## config.mk

```make
export PLATFORM = sky130hd
export DESIGN_NAME = frac_lut4_cfg_loader
export DESIGN_NICKNAME = d
export VERILOG_FILES = /design/src/rtl/frac_lut4_cfg_loader.sv
export SDC_FILE = /design/constraint.sdc
export NUM_CORES = 1
export LEC_CHECK = 0
export BUFFER_PORTS_ARGS = -buffer_cell sky130_fd_sc_hd__buf_2
export CAP_MARGIN = 15
export CORE_MARGIN = 2
export CORE_UTILIZATION = 50
export DETAILED_ROUTE_END_ITERATION = 10
export GPL_TIMING_DRIVEN = 0
export PLACE_DENSITY = 0.81
export SYNTH_ARGS = -nofsm -noshare
export SYNTH_HDL_FRONTEND = slang
export SYNTH_SLANG_ARGS = --single-unit
```

## constraint.sdc

```tcl
create_clock -name clk -period 2.1 [get_ports clk]
set_clock_uncertainty 0.05 [all_clocks]
set_input_delay 0 -clock clk [delete_from_list [all_inputs] [get_ports clk]]
set_output_delay 0 -clock clk [all_outputs]
set_load 0.1 [all_outputs]
```

## src/rtl/frac_lut4_cfg_loader.sv

```systemverilog
// Bit-serial configuration loader for a group of frac_lut4 cells: shadows a frame, then commits all masks at once.
// Optional per-LUT even parity is enabled by defining FRAC_LUT_CFG_PARITY_EN.
module frac_lut4_cfg_loader #(
    parameter int NUM_LUTS = 4,
    parameter int LUT_W    = 16
) (
    input  logic                      clk,
    input  logic                      rst_n,
    input  logic                      cfg_start,
    input  logic                      cfg_din,
    input  logic                      cfg_valid,
    output logic                      cfg_ready,
    output logic                      cfg_busy,
    output logic                      cfg_done,
    output logic                      cfg_err,
    output logic [NUM_LUTS*LUT_W-1:0] lut_cfg,
    output logic [1:0]                state_dbg
);

`ifdef FRAC_LUT_CFG_PARITY_EN
    localparam int BPL = LUT_W + 1;
`else
    localparam int BPL = LUT_W;
`endif
    localparam int LW = $clog2(NUM_LUTS) + 1;

    typedef enum logic [1:0] {
        IDLE  = 2'd0,
        SHIFT = 2'd1,
        CHECK = 2'd2
    } state_t;

    state_t                    state, state_nxt;
    logic [4:0]                bit_cnt;
    logic [LW-1:0]             lut_cnt;
    logic [NUM_LUTS*LUT_W-1:0] shadow;
    logic                      err_acc;
    logic                      restart, accept, last_bit, last_lut, data_bit;
    int                        wr_idx;

    // Handshake: a bit transfers on a rising edge where cfg_valid && cfg_ready;
    // cfg_ready is a registered flag that is high only in SHIFT, and a
    // cfg_start in the same cycle takes priority so that bit is dropped.
    always_comb begin
        restart  = cfg_start && (state != CHECK);
        accept   = cfg_valid && cfg_ready && !cfg_start;
        last_bit = (bit_cnt == 5'(BPL - 1));
        last_lut = (lut_cnt == LW'(NUM_LUTS - 1));
        data_bit = (int'(bit_cnt) < LUT_W);
        wr_idx   = int'(lut_cnt) * LUT_W + int'(bit_cnt);
    end

    always_comb begin
        state_nxt = state;
        case (state)
            IDLE:    if (cfg_start) state_nxt = SHIFT;
            SHIFT: begin
                if (cfg_start)                             state_nxt = SHIFT;
                else if (accept && last_bit && last_lut)   state_nxt = CHECK;
            end
            CHECK:   state_nxt = IDLE;
            default: state_nxt = IDLE;
        endcase
    end

    always_ff @(posedge clk or negedge rst_n) begin
        if (!rst_n) begin
            state     <= IDLE;
            cfg_ready <= 1'b0;
            cfg_busy  <= 1'b0;
            cfg_done  <= 1'b0;
            cfg_err   <= 1'b0;
            bit_cnt   <= '0;
            lut_cnt   <= '0;
            shadow    <= '0;
            lut_cfg   <= '0;
        end else begin
            state     <= state_nxt;
            cfg_ready <= (state_nxt == SHIFT);
            cfg_busy  <= (state_nxt != IDLE);
            cfg_done  <= 1'b0;
            if (restart) begin
                bit_cnt <= '0;
                lut_cnt <= '0;
                shadow  <= '0;
                cfg_err <= 1'b0;
            end else if (accept) begin
                if (last_bit) begin
                    bit_cnt <= '0;
                    lut_cnt <= lut_cnt + LW'(1);
                end else begin
                    bit_cnt <= bit_cnt + 5'd1;
                end
                // Parity slots (bit_cnt == LUT_W) are never written to the shadow.
                for (int i = 0; i < NUM_LUTS * LUT_W; i++) begin
                    if (data_bit && (wr_idx == i)) shadow[i] <= cfg_din;
                end
            end else if (state == CHECK) begin
                if (!err_acc) begin
                    lut_cfg  <= shadow;
                    cfg_done <= 1'b1;
                end else begin
                    cfg_err  <= 1'b1;
                end
            end
        end
    end

`ifdef FRAC_LUT_CFG_PARITY_EN
    logic par_acc;

    always_ff @(posedge clk or negedge rst_n) begin
        if (!rst_n) begin
            par_acc <= 1'b0;
            err_acc <= 1'b0;
        end else if (restart) begin
            par_acc <= 1'b0;
            err_acc <= 1'b0;
        end else if (accept) begin
            if (last_bit) begin
                if (par_acc ^ cfg_din) err_acc <= 1'b1;
                par_acc <= 1'b0;
            end else begin
                par_acc <= par_acc ^ cfg_din;
            end
        end
    end
`else
    assign err_acc = 1'b0;
`endif

    assign state_dbg = state;

endmodule

```

==> key figures <==
Die
  – Die width: 116 um
  – Core area: approximately 12000 um^2
  – Site Rows: 40
  – Initial Utilization: between 50 and 60%
  – I/O pin count: 75
  – Total die area: between 10000 and 15000 um^2
  – Die H: around 120 um

Worst setup path
  – Critical path class: flop to flop
  – Worst endpoint data arrival time: between 2 and 2.5 ns
  – CP Buf/Inv Count: 2
  – Crit-path max cell delay: about 0.4 ns
  – Worst reg-to-reg setup slack: slightly above 0.09 ns
  – Kind of end point of the critical path: flop
  – CP top delay family: buffers and inverters
  – Cell Chain, Critical Path: ha_1 > ha_2 > a21boi_0 > a21o_1 > clkbuf_4 > buf_2 > nand3_1 > mux2i_1
  – CP required: between 2 and 2.5 ns
  – Slowest CP cell: dfrtp_1
  – CP startpoint kind: flop
  – Crit-path max FO: 10

Logic synthesis
  – Mean Syn Cell Area: 12.2 um^2
  – Cells after synthesis: 516
  – Post-synth EDFFs: 0
  – Seq cells post-synth: between 100 and 150
  – Syn nets: between 500 and 600
  – Count leader, synth: dfrtp_1
  – Seq/Total Area, Yosys: between 50 and 60%
  – Netlist Area Pre-Place: roughly 6300 um^2
  – Async S/R FF share, synth: between 90% and 100%
  – Area share of the largest cell type after synthesis: between 50% and 60%
  – Post-synth top flop: dfrtp_1
  – Cell taking the most area after synthesis: dfrtp_1
  – Area contributors post-synth: dfrtp_1 (56%), mux2i_1 (10%), mux2_2 (9.3%), nand3_1 (5.4%), nand2_1 (4.2%)
  – Synth warn: 0
  – Commonest cells post-synth: dfrtp_1 (141), nand2_1 (70), nand3_1 (68), mux2i_1 (64), mux2_2 (52)
  – Netlist cell types: 33

Clock tree
  – CTS sink count: roughly 140
  – TritonCTS clock tree: done
  – CTS H-tree depth: 4
  – CTS Buf Count: 17
  – CTS max path bufs: 2
  – Clock-pin slew on the worst setup and hold paths: approximately 0.06 ns
  – Post-CTS setup buffers: 0
  – Clk_lat worst skew: about 0.42 ns
  – Root Buffer: clkbuf_16

Drt
  – Detailed Route WL: about 14 mm
  – DRC violations left: 0
  – Metal3 WL: 820 um
  – Drt first pass iters: 4
  – Vias/cell: 5.40
  – DR iter-0 viols: 277
  – Via count: around 4300
  – DR WL/cell: roughly 17 um
  – ANT nets after route: 0
  – Max Used Layer: met4
  – DR WL met2: roughly 6.5 mm
  – DRT met1 WL: roughly 6 mm

Timing
  – Count of final max-slew check failures: 0
  – Slew @ Worst Pin: between 0.5 and 0.6 ns
  – Worst setup margin: between 0.09 and 0.1 ns
  – Tcrit/Tclk final: a little over nine tenths
  – Post-route minimum period: around 2 ns
  – Final setup viols: 0
  – Final hold vios: 0
  – RSZ-0062 raised after global routing: no
  – Fin Hold WS: a little over 0.04 ns
  – Fmax: ~500 MHz
  – Slew HR: 63.4%

GRT
  – Vias in the first global route: between 4000 and 5000
  – First-pass GRT wire length: 22.2 mm
  – Total track usage: around 22%
  – Pin count of the biggest net entering global routing: 110
  – Grt total ovfl: 0
  – Initial antenna violation count: 0

Finish
  – Share of layout cells above drive strength 1: a little under a third
  – Final Cell Area: 7550 um^2
  – Fillcell total: between 900 and 1000
  – Syn-to-layout area delta: 20.3%
  – Fin cells: 791
  – Final #Nets: about 620
  – N_diodes: 0

Power and ir drop
  – Power Total: ~6000 uW
  – Power Dens Cells: between 700 and 800 nW/um^2
  – Worst vdd ir: 0.479 mV
  – Leakage: approximately 0.0042 uW

Run
  – Max-cap violations: 0

Status
  – Outcome: completed

Placed design
  – Port bufs: 72
  – Post-DP Area: 6890 um^2
  – GP Congestion: roughly 0.86
  – Dpl hpwl: between 9 and 10 mm
  – Dpl cells: about 760
  – Post-place setup slack: -0.00412 ns

Hold path
  – Worst hold path type: input port to async pin
worst reg2reg max path: stages (launching register included):
cell and delay, ns:
dfrtp_1 0.40, ha_1 0.19, ha_2 0.18, a21boi_0 0.17
a21o_1 0.13, clkbuf_4 0.20, buf_2 0.22, nand3_1 0.15
mux2i_1 0.16
cell usage in the layout (no fill, tap or decap), drive strengths merged:
| master | count |
|---|---|
| dfrtp | 141 |
| clkinvlp | 3 |
| mux2 | 64 |
| o211a | 1 |
| a21o | 2 |
| nand4bb | 1 |
| and3 | 8 |
| ha | 8 |
| nor2b | 3 |
| clkbuf | 36 |
| and4bb | 1 |
| and4 | 1 |
| clkinv | 6 |
| mux2i | 64 |
| nor2 | 12 |
| nand2 | 70 |
| xnor2 | 1 |
| or2 | 1 |
| a21boi | 3 |
| conb | 1 |
| nand2b | 4 |
| and2 | 2 |
| nand3 | 68 |
| buf | 93 |
| dlygate4sd3 | 3 |
| nor3 | 8 |
| inv | 8 |
| a32o | 2 |
| o21ai | 3 |
| nand3b | 1 |
| bufinv | 3 |
| a22o | 1 |
metal layers:
layer,GRT usage (%),vias to the layer above
met5,0,-
met4,10.0,0
met3,6.59,31
met2,34.2,139
met1,28.6,2129
li1,-,1974
through the flow:
stage / setup TNS [ns] / util [%]
global placement: -105.54 / 56.3
CTS: 0 / 61.9
floorplan: 0 / -
global route: 0 / 62.1
detailed placement: -0.00412 / 56.6
finish: 0 / 62.1
path summary, 6_finish.rpt:
path	to	cells after the start	startpoint
hold reg to reg	lut_cfg[31]	1	lut_cfg[31]
min in group clk	shadow[4]	3	cfg_din
max in group asynchronous	shadow[18]	3	rst_n
setup / recovery	shadow[25]	8	bit_cnt[4]
hold / removal	lut_cfg[61]	3	rst_n
setup reg to reg	shadow[25]	8	bit_cnt[4]
cell type report:
| class | instances | area (um^2) | area share, % |
|---|---|---|---|
| Clock buffer | 19 | 443 | 5.86 |
| Clock inverter | 12 | 146 | 1.94 |
| Inverter | 8 | 30.0 | 0.398 |
| Timing Repair Buffer | 77 | 444 | 5.88 |
| Multi-Input combinational cell | 330 | 2520 | 33.3 |
| Tap cell | 168 | 210 | 2.78 |
| Buffer | 36 | 235 | 3.11 |
| Sequential cell | 141 | 3530 | 46.7 |
sequential cells by signal (all words and copies together) (netlist names):
name       count
lut_cfg       64
shadow        64
bit_cnt        5
lut_cnt        3
state_dbg      2
cfg_busy       1
cfg_done       1
cfg_ready      1
where the power goes:
part	switching [uW]	leakage, uW	internal (uW)	total (uW)
clock	1100	0.000284	1880	2980
sequential	8.65	0.00195	2720	2730
combinational	153	0.00197	52.1	205
total	1260	0.00420	4660	5920
logic make-up after synthesis:
| kind of cell | synth area share [%] |
|---|---|
| AOI/OAI and AO/OA | 1.45 |
| xor gates and xnor gates | 0.139 |
| adders and majority gates | 1.59 |
| buffers and inverters | 3.94 |
| DFF | 56.2 |
| muxes | 21.7 |
| other | 0.0597 |
| and+or+nand+nor | 15.0 |
repair_timing:
item	CTS	global route
resized for setup	3	10
pin swaps	0	0
hold buffers	4	0
gates cloned	0	0
setup endpoints to repair	7	40
hold endpoints to repair	148	0
No activity file was read; power rests on OpenSTA's default activity.
